File: config.mk
export PLATFORM = sky130hd
export DESIGN_NAME = eth_tx_arbiter
export DESIGN_NICKNAME = d
export VERILOG_FILES = /design/src/rtl/eth_pkg.sv /design/src/rtl/eth_tx_arbiter.sv
export SDC_FILE = /design/constraint.sdc
export NUM_CORES = 1
export LEC_CHECK = 0
export CORE_UTILIZATION = 30
export DETAILED_ROUTE_END_ITERATION = 16
export PLACE_DENSITY = 0.58
export SLEW_MARGIN = 25
export SYNTH_ARGS = -nofsm -noshare
export SYNTH_HDL_FRONTEND = slang
export SYNTH_SLANG_ARGS = --single-unit
export TNS_END_PERCENT = 10
File: constraint.sdc
create_clock -name clk -period 5.7 [get_ports clk]
set_input_delay 1.14 -clock clk [delete_from_list [all_inputs] [get_ports clk]]
set_output_delay 1.14 -clock clk [all_outputs]
set_load 0.01 [all_outputs]
File: src/rtl/eth_pkg.sv
// Shared types and limits for the Ethernet RMII transmit path.
package eth_pkg;

   typedef enum logic [1:0] {TXA_IDLE, TXA_GRANT, TXA_SEND, TXA_GAP} txa_state_t;

   typedef logic [1:0] dibit_t;

   localparam int ETH_IFG_DIBITS    = 48;
   localparam int ETH_START_TIMEOUT = 64;
   localparam int ETH_MAX_DIBITS    = 6104;
   localparam int ETH_CNT_W         = 13;

endpackage

File: src/rtl/eth_tx_arbiter.sv
// Per-packet round-robin share of the RMII TX datapath between two sources; 1-cycle registered pass-through.
// No backpressure: a granted source streams freely, guarded by start-timeout, max-length cut and forced gap.
module eth_tx_arbiter
   import eth_pkg::*;
#(
   parameter int IFG_DIBITS    = ETH_IFG_DIBITS,
   parameter int START_TIMEOUT = ETH_START_TIMEOUT,
   parameter int MAX_DIBITS    = ETH_MAX_DIBITS
) (
   input  logic   clk,
   input  logic   rst,
   input  logic   req0,
   input  logic   req1,
   output logic   gnt0,
   output logic   gnt1,
   input  logic   axii0v,
   input  dibit_t axii0d,
   input  logic   axii1v,
   input  dibit_t axii1d,
   output logic   axiov,
   output dibit_t axiod,
   output logic   busy,
   output logic   err_trunc,
   output logic   err_tmo
);

   localparam logic [ETH_CNT_W-1:0] IFG_LAST = ETH_CNT_W'(IFG_DIBITS - 1);
   localparam logic [ETH_CNT_W-1:0] TMO_LAST = ETH_CNT_W'(START_TIMEOUT - 1);
   localparam logic [ETH_CNT_W-1:0] MAX_CNT  = ETH_CNT_W'(MAX_DIBITS);
   localparam logic [ETH_CNT_W-1:0] CNT_SAT  = {ETH_CNT_W{1'b1}};

   txa_state_t             state_q, state_d;
   logic                   last_q, last_d;
   logic [ETH_CNT_W-1:0]   cnt_q, cnt_d, cnt_inc;
   logic                   gnt0_q, gnt0_d;
   logic                   gnt1_q, gnt1_d;
   logic                   axiov_q, axiov_d;
   dibit_t                 axiod_q, axiod_d;
   logic                   err_trunc_q, err_trunc_d;
   logic                   err_tmo_q, err_tmo_d;

   logic                   any_req;
   logic                   pick;
   logic                   sel_v;
   dibit_t                 sel_d;

   // last_q doubles as the owner of the current grant once it has been issued
   assign any_req = req0 | req1;
   assign pick    = (req0 & req1) ? ~last_q : req1;
   assign sel_v   = last_q ? axii1v : axii0v;
   assign sel_d   = last_q ? axii1d : axii0d;
   assign cnt_inc = (cnt_q == CNT_SAT) ? cnt_q : cnt_q + ETH_CNT_W'(1);

   always_ff @(posedge clk) begin
      if (rst) begin
         state_q     <= TXA_IDLE;
         last_q      <= 1'b1;
         cnt_q       <= '0;
         gnt0_q      <= 1'b0;
         gnt1_q      <= 1'b0;
         axiov_q     <= 1'b0;
         axiod_q     <= 2'b00;
         err_trunc_q <= 1'b0;
         err_tmo_q   <= 1'b0;
      end else begin
         state_q     <= state_d;
         last_q      <= last_d;
         cnt_q       <= cnt_d;
         gnt0_q      <= gnt0_d;
         gnt1_q      <= gnt1_d;
         axiov_q     <= axiov_d;
         axiod_q     <= axiod_d;
         err_trunc_q <= err_trunc_d;
         err_tmo_q   <= err_tmo_d;
      end
   end

   always_comb begin
      state_d = state_q;
      last_d  = last_q;
      cnt_d   = cnt_q;
      case (state_q)
         TXA_IDLE: begin
            if (any_req) begin
               state_d = TXA_GRANT;
               last_d  = pick;
               cnt_d   = '0;
            end
         end
         TXA_GRANT: begin
            if (sel_v) begin
               state_d = TXA_SEND;
               cnt_d   = ETH_CNT_W'(1);
            end else if (cnt_q == TMO_LAST) begin
               state_d = TXA_GAP;
               cnt_d   = '0;
            end else begin
               cnt_d   = cnt_inc;
            end
         end
         TXA_SEND: begin
            // cnt_q holds dibits already forwarded; a valid one past the limit cuts the packet
            if (!sel_v || cnt_q == MAX_CNT) begin
               state_d = TXA_GAP;
               cnt_d   = '0;
            end else begin
               cnt_d   = cnt_inc;
            end
         end
         TXA_GAP: begin
            if (cnt_q == IFG_LAST) begin
               state_d = TXA_IDLE;
               cnt_d   = '0;
            end else begin
               cnt_d   = cnt_inc;
            end
         end
         default: begin
            state_d = TXA_IDLE;
            cnt_d   = '0;
         end
      endcase
   end

   always_comb begin
      gnt0_d      = 1'b0;
      gnt1_d      = 1'b0;
      axiov_d     = 1'b0;
      axiod_d     = 2'b00;
      err_trunc_d = 1'b0;
      err_tmo_d   = 1'b0;
      case (state_q)
         TXA_IDLE: begin
            gnt0_d = any_req & ~pick;
            gnt1_d = any_req & pick;
         end
         TXA_GRANT: begin
            if (sel_v) begin
               gnt0_d  = ~last_q;
               gnt1_d  = last_q;
               axiov_d = 1'b1;
               axiod_d = sel_d;
            end else if (cnt_q == TMO_LAST) begin
               err_tmo_d = 1'b1;
            end else begin
               gnt0_d = ~last_q;
               gnt1_d = last_q;
            end
         end
         TXA_SEND: begin
            if (sel_v && cnt_q != MAX_CNT) begin
               gnt0_d  = ~last_q;
               gnt1_d  = last_q;
               axiov_d = 1'b1;
               axiod_d = sel_d;
            end else if (sel_v) begin
               err_trunc_d = 1'b1;
            end
         end
         default: begin
         end
      endcase
   end

   assign gnt0      = gnt0_q;
   assign gnt1      = gnt1_q;
   assign axiov     = axiov_q;
   assign axiod     = axiod_q;
   assign busy      = (state_q != TXA_IDLE);
   assign err_trunc = err_trunc_q;
   assign err_tmo   = err_tmo_q;

endmodule

==> results.txt <==
critical path, cell by cell: inv_1 > ha_1 > clkinv_1 > clkdlybuf4s50_1
Top delay family on crit path: buffers and inverters
iteration-0 DRC count of the detailed router: 150
dominant cell type by area after synthesis: dfxtp_1
I/O Pins: 18
most frequent cell after synthesis: dfxtp_1
core area: 4350 sq um
Synth top area share: 0.339
Worst-path clk slew: 0.09 ns
Mapped Area: 1360 sq um
drt wl/cell: 13.6 um
DIE AREA: 4800 sq um
synthesis-to-layout area growth: 18.0%
die span in x: 69.3 um
Die Y: 69.3 um
via count: 1,270
leakage: 0.536 nW
hold_sp: cnt_q[12]$_SDFFE_PP0N_
CTS Buf Count: 3
Starting Density: 0.312
port bufs: 17
Mean Syn Cell Area: 7.94 sq um
maxcap violations: 0
Worst slew margin: 0.397
Final Max Slew Viols: 0
Post-synth EDFFs: 0
Slew @ Worst Pin: 0.893 ns
GPL Wtd Cong: 0.782
top_reg_cell synth: dfxtp_1
post_cts resized: 0
Yosys reg bits: 23
Hold Crit Class: flop to flop
detailed placement HPWL: 2.36 mm
H-tree depth: 1
clk buf depth: 2
Final Hold Vio Count: 0
drt drc: 0
compound-cell area share of the yosys netlist: 0.198
synth warn: 0
Via density: 5.38
CTS tree: built
antenna diode count: 0
Final nets: 201
simple-gate share of the synthesized area: 0.304
Worst setup EP type: output pin
power density cells: 324 nW/um^2
slowest CP cell: clkdlybuf4s50_1
share of flip-flops with an asynchronous set or reset: 0
post-synthesis mux area share: 0.0452
Placed Instance Area: 1560 sq um
gate count of the mapped netlist: 171
DRT antenna net count: 0
Final Skew: 0.00806 ns
Final Power: 0.519 mW
CTS Sinks: 23
final non-filler cell total: 236
sequential cell area: 460 sq um
Worst path max stage delay: 0.57 ns
Post-synth top cells: 23 x dfxtp_1, 18 x nand2_1, 11 x nand3_1, 11 x nor2_1, 10 x inv_1
top cells by area, synth: dfxtp_1 34%, ha_1 5.5%, nand2_1 5.0%
final setup TNS: 0 ns
initial antenna violation count: 0
Design Area, Final: 1600 sq um
CP arrival: 1.94 ns
# rows: 24
CTS Root Cell: clkbuf_8
largest family of logic cells by synthesized area: simple AND/OR/NAND/NOR gates
fill count: 446
Worst-Skew Late Latency: 0.27 ns
Cells after DPL: 232
first-pass GRT wire length: 5.37 mm
largest net degree at the start of global routing: 22
CP bufs+invs: 3
CP required: 4.56 ns
share of post-route cells with drive strength above 1: 0.0380
VDD IR max: 0.000102 V
First-pass DRT Iterations: 4
fmax: 325 MHz
adder-cell share of the synthesized area: 0.0553
crit path launch: state_q[0]$_SDFFE_PP0P_
Final Setup Violations: 0
Post-CTS Hold Buffers: 0
post-layout min period: 3.08 ns
sequential share of the synthesized area: 0.339
RSZ-0062 raised after global routing: false
Syn Nets: 187
Setup crit start kind: flop
FF-to-FF Start: cnt_q[0]$_SDFFE_PP0N_
Max FO, Critical Path: 9
GR Overflow Total: 0
Tcrit/Tclk final: 0.540
area of the multi-input gates: 818 sq um
Post-CTS Setup Bufs: 0
DRT Wirelength: 3.21 mm
R2R Setup Slk: 2.87 ns
outcome: finished clean
Overall Global Routing Usage: 0.135
Post-Synth XOR/XNOR Area: 0
vias in the first global route: 1,172
Netlist cell types: 41
Setup CP Type: flop to output pin
through the flow:
| step | utilization | hold WS [ns] | setup slack, ns |
|---|---|---|---|
| finish | 0.368 | 0.509 | 2.62 |
| global route | 0.368 | 0.533 | 2.54 |
| CTS | 0.368 | 0.508 | 2.63 |
| detailed placement | 0.357 | 0.495 | 2.50 |
| global placement | 0.357 | 0.489 | 2.53 |
| floorplan | - | 0.462 | 3.37 |
sequential cells by signal, indices dropped and copies added, names as in the netlist:
signal / count
cnt_q: 13
axiod: 2
state_q: 2
axiov: 1
err_tmo: 1
err_trunc: 1
gnt0: 1
gnt1: 1
last_q: 1
cell usage in the layout (no fill, tap or decap), drive strengths merged, types with 4 or more instances in the layout:
cell type | Yosys | routed
a31oi | 7 | 7
o211ai | 5 | 5
nor2 | 11 | 11
mux2i | 5 | 5
dfxtp | 23 | 23
nand2 | 18 | 18
nand2b | 4 | 4
a21oi | 8 | 8
nand4 | 7 | 7
inv | 10 | 10
nand3 | 11 | 11
o21ai | 6 | 6
ha | 6 | 6
clkdlybuf4s50 | 0 | 17
nor3 | 7 | 7
cells by family (layout without fill, tap and decap cells):
logic type | Yosys count | in the layout
AO/OA/AOI/OAI | 40 | 40
flip-flops | 23 | 23
adder cells (fa/ha/maj) | 6 | 6
buffers and inverters | 19 | 32
multiplexers | 6 | 6
AND/OR/NAND/NOR | 77 | 77
final timing paths:
kind / endpoint / depth (start not counted)
hold reg to reg: cnt_q[12]$_SDFFE_PP0N_ / 2
setup / recovery: busy / 4
setup reg to reg: state_q[1]$_SDFFE_PP0P_ / 7
hold / removal: cnt_q[12]$_SDFFE_PP0N_ / 2
worst register-to-register path, stage by stage, from the launching register on:
cell,delay [ns]
dfxtp_1,0.38
inv_1,0.08
ha_1,0.15
or4bb_1,0.53
o41a_1,0.44
a221o_1,0.63
or3b_1,0.44
a21oi_1,0.12
where the power goes:
part	total [mW]	internal, mW	switching (mW)
Clock	0.105	0.0488	0.0558
Combinational	0.219	0.0888	0.130
Sequential	0.195	0.178	0.0170
routing by layer:
metal | part of all wire | GRT usage | up-vias
met4 | 0.0075 | 0.0408 | 0
met3 | 0.024 | 0.00872 | 2
met2 | 0.46 | 0.215 | 20
met1 | 0.51 | 0.196 | 587
met5 | 0 | 0 | -
li1 | - | - | 661
final cells by class:
cell class,instances,share of cell area
Clock inverter,1,0.00312
Sequential cell,23,0.287
Timing Repair Buffer,17,0.106
Inverter,11,0.0258
Tap cell,52,0.0406
Multi-Input combinational cell,129,0.511
Clock buffer,3,0.0258
Note: power is estimated with default switching activity, not from simulation.
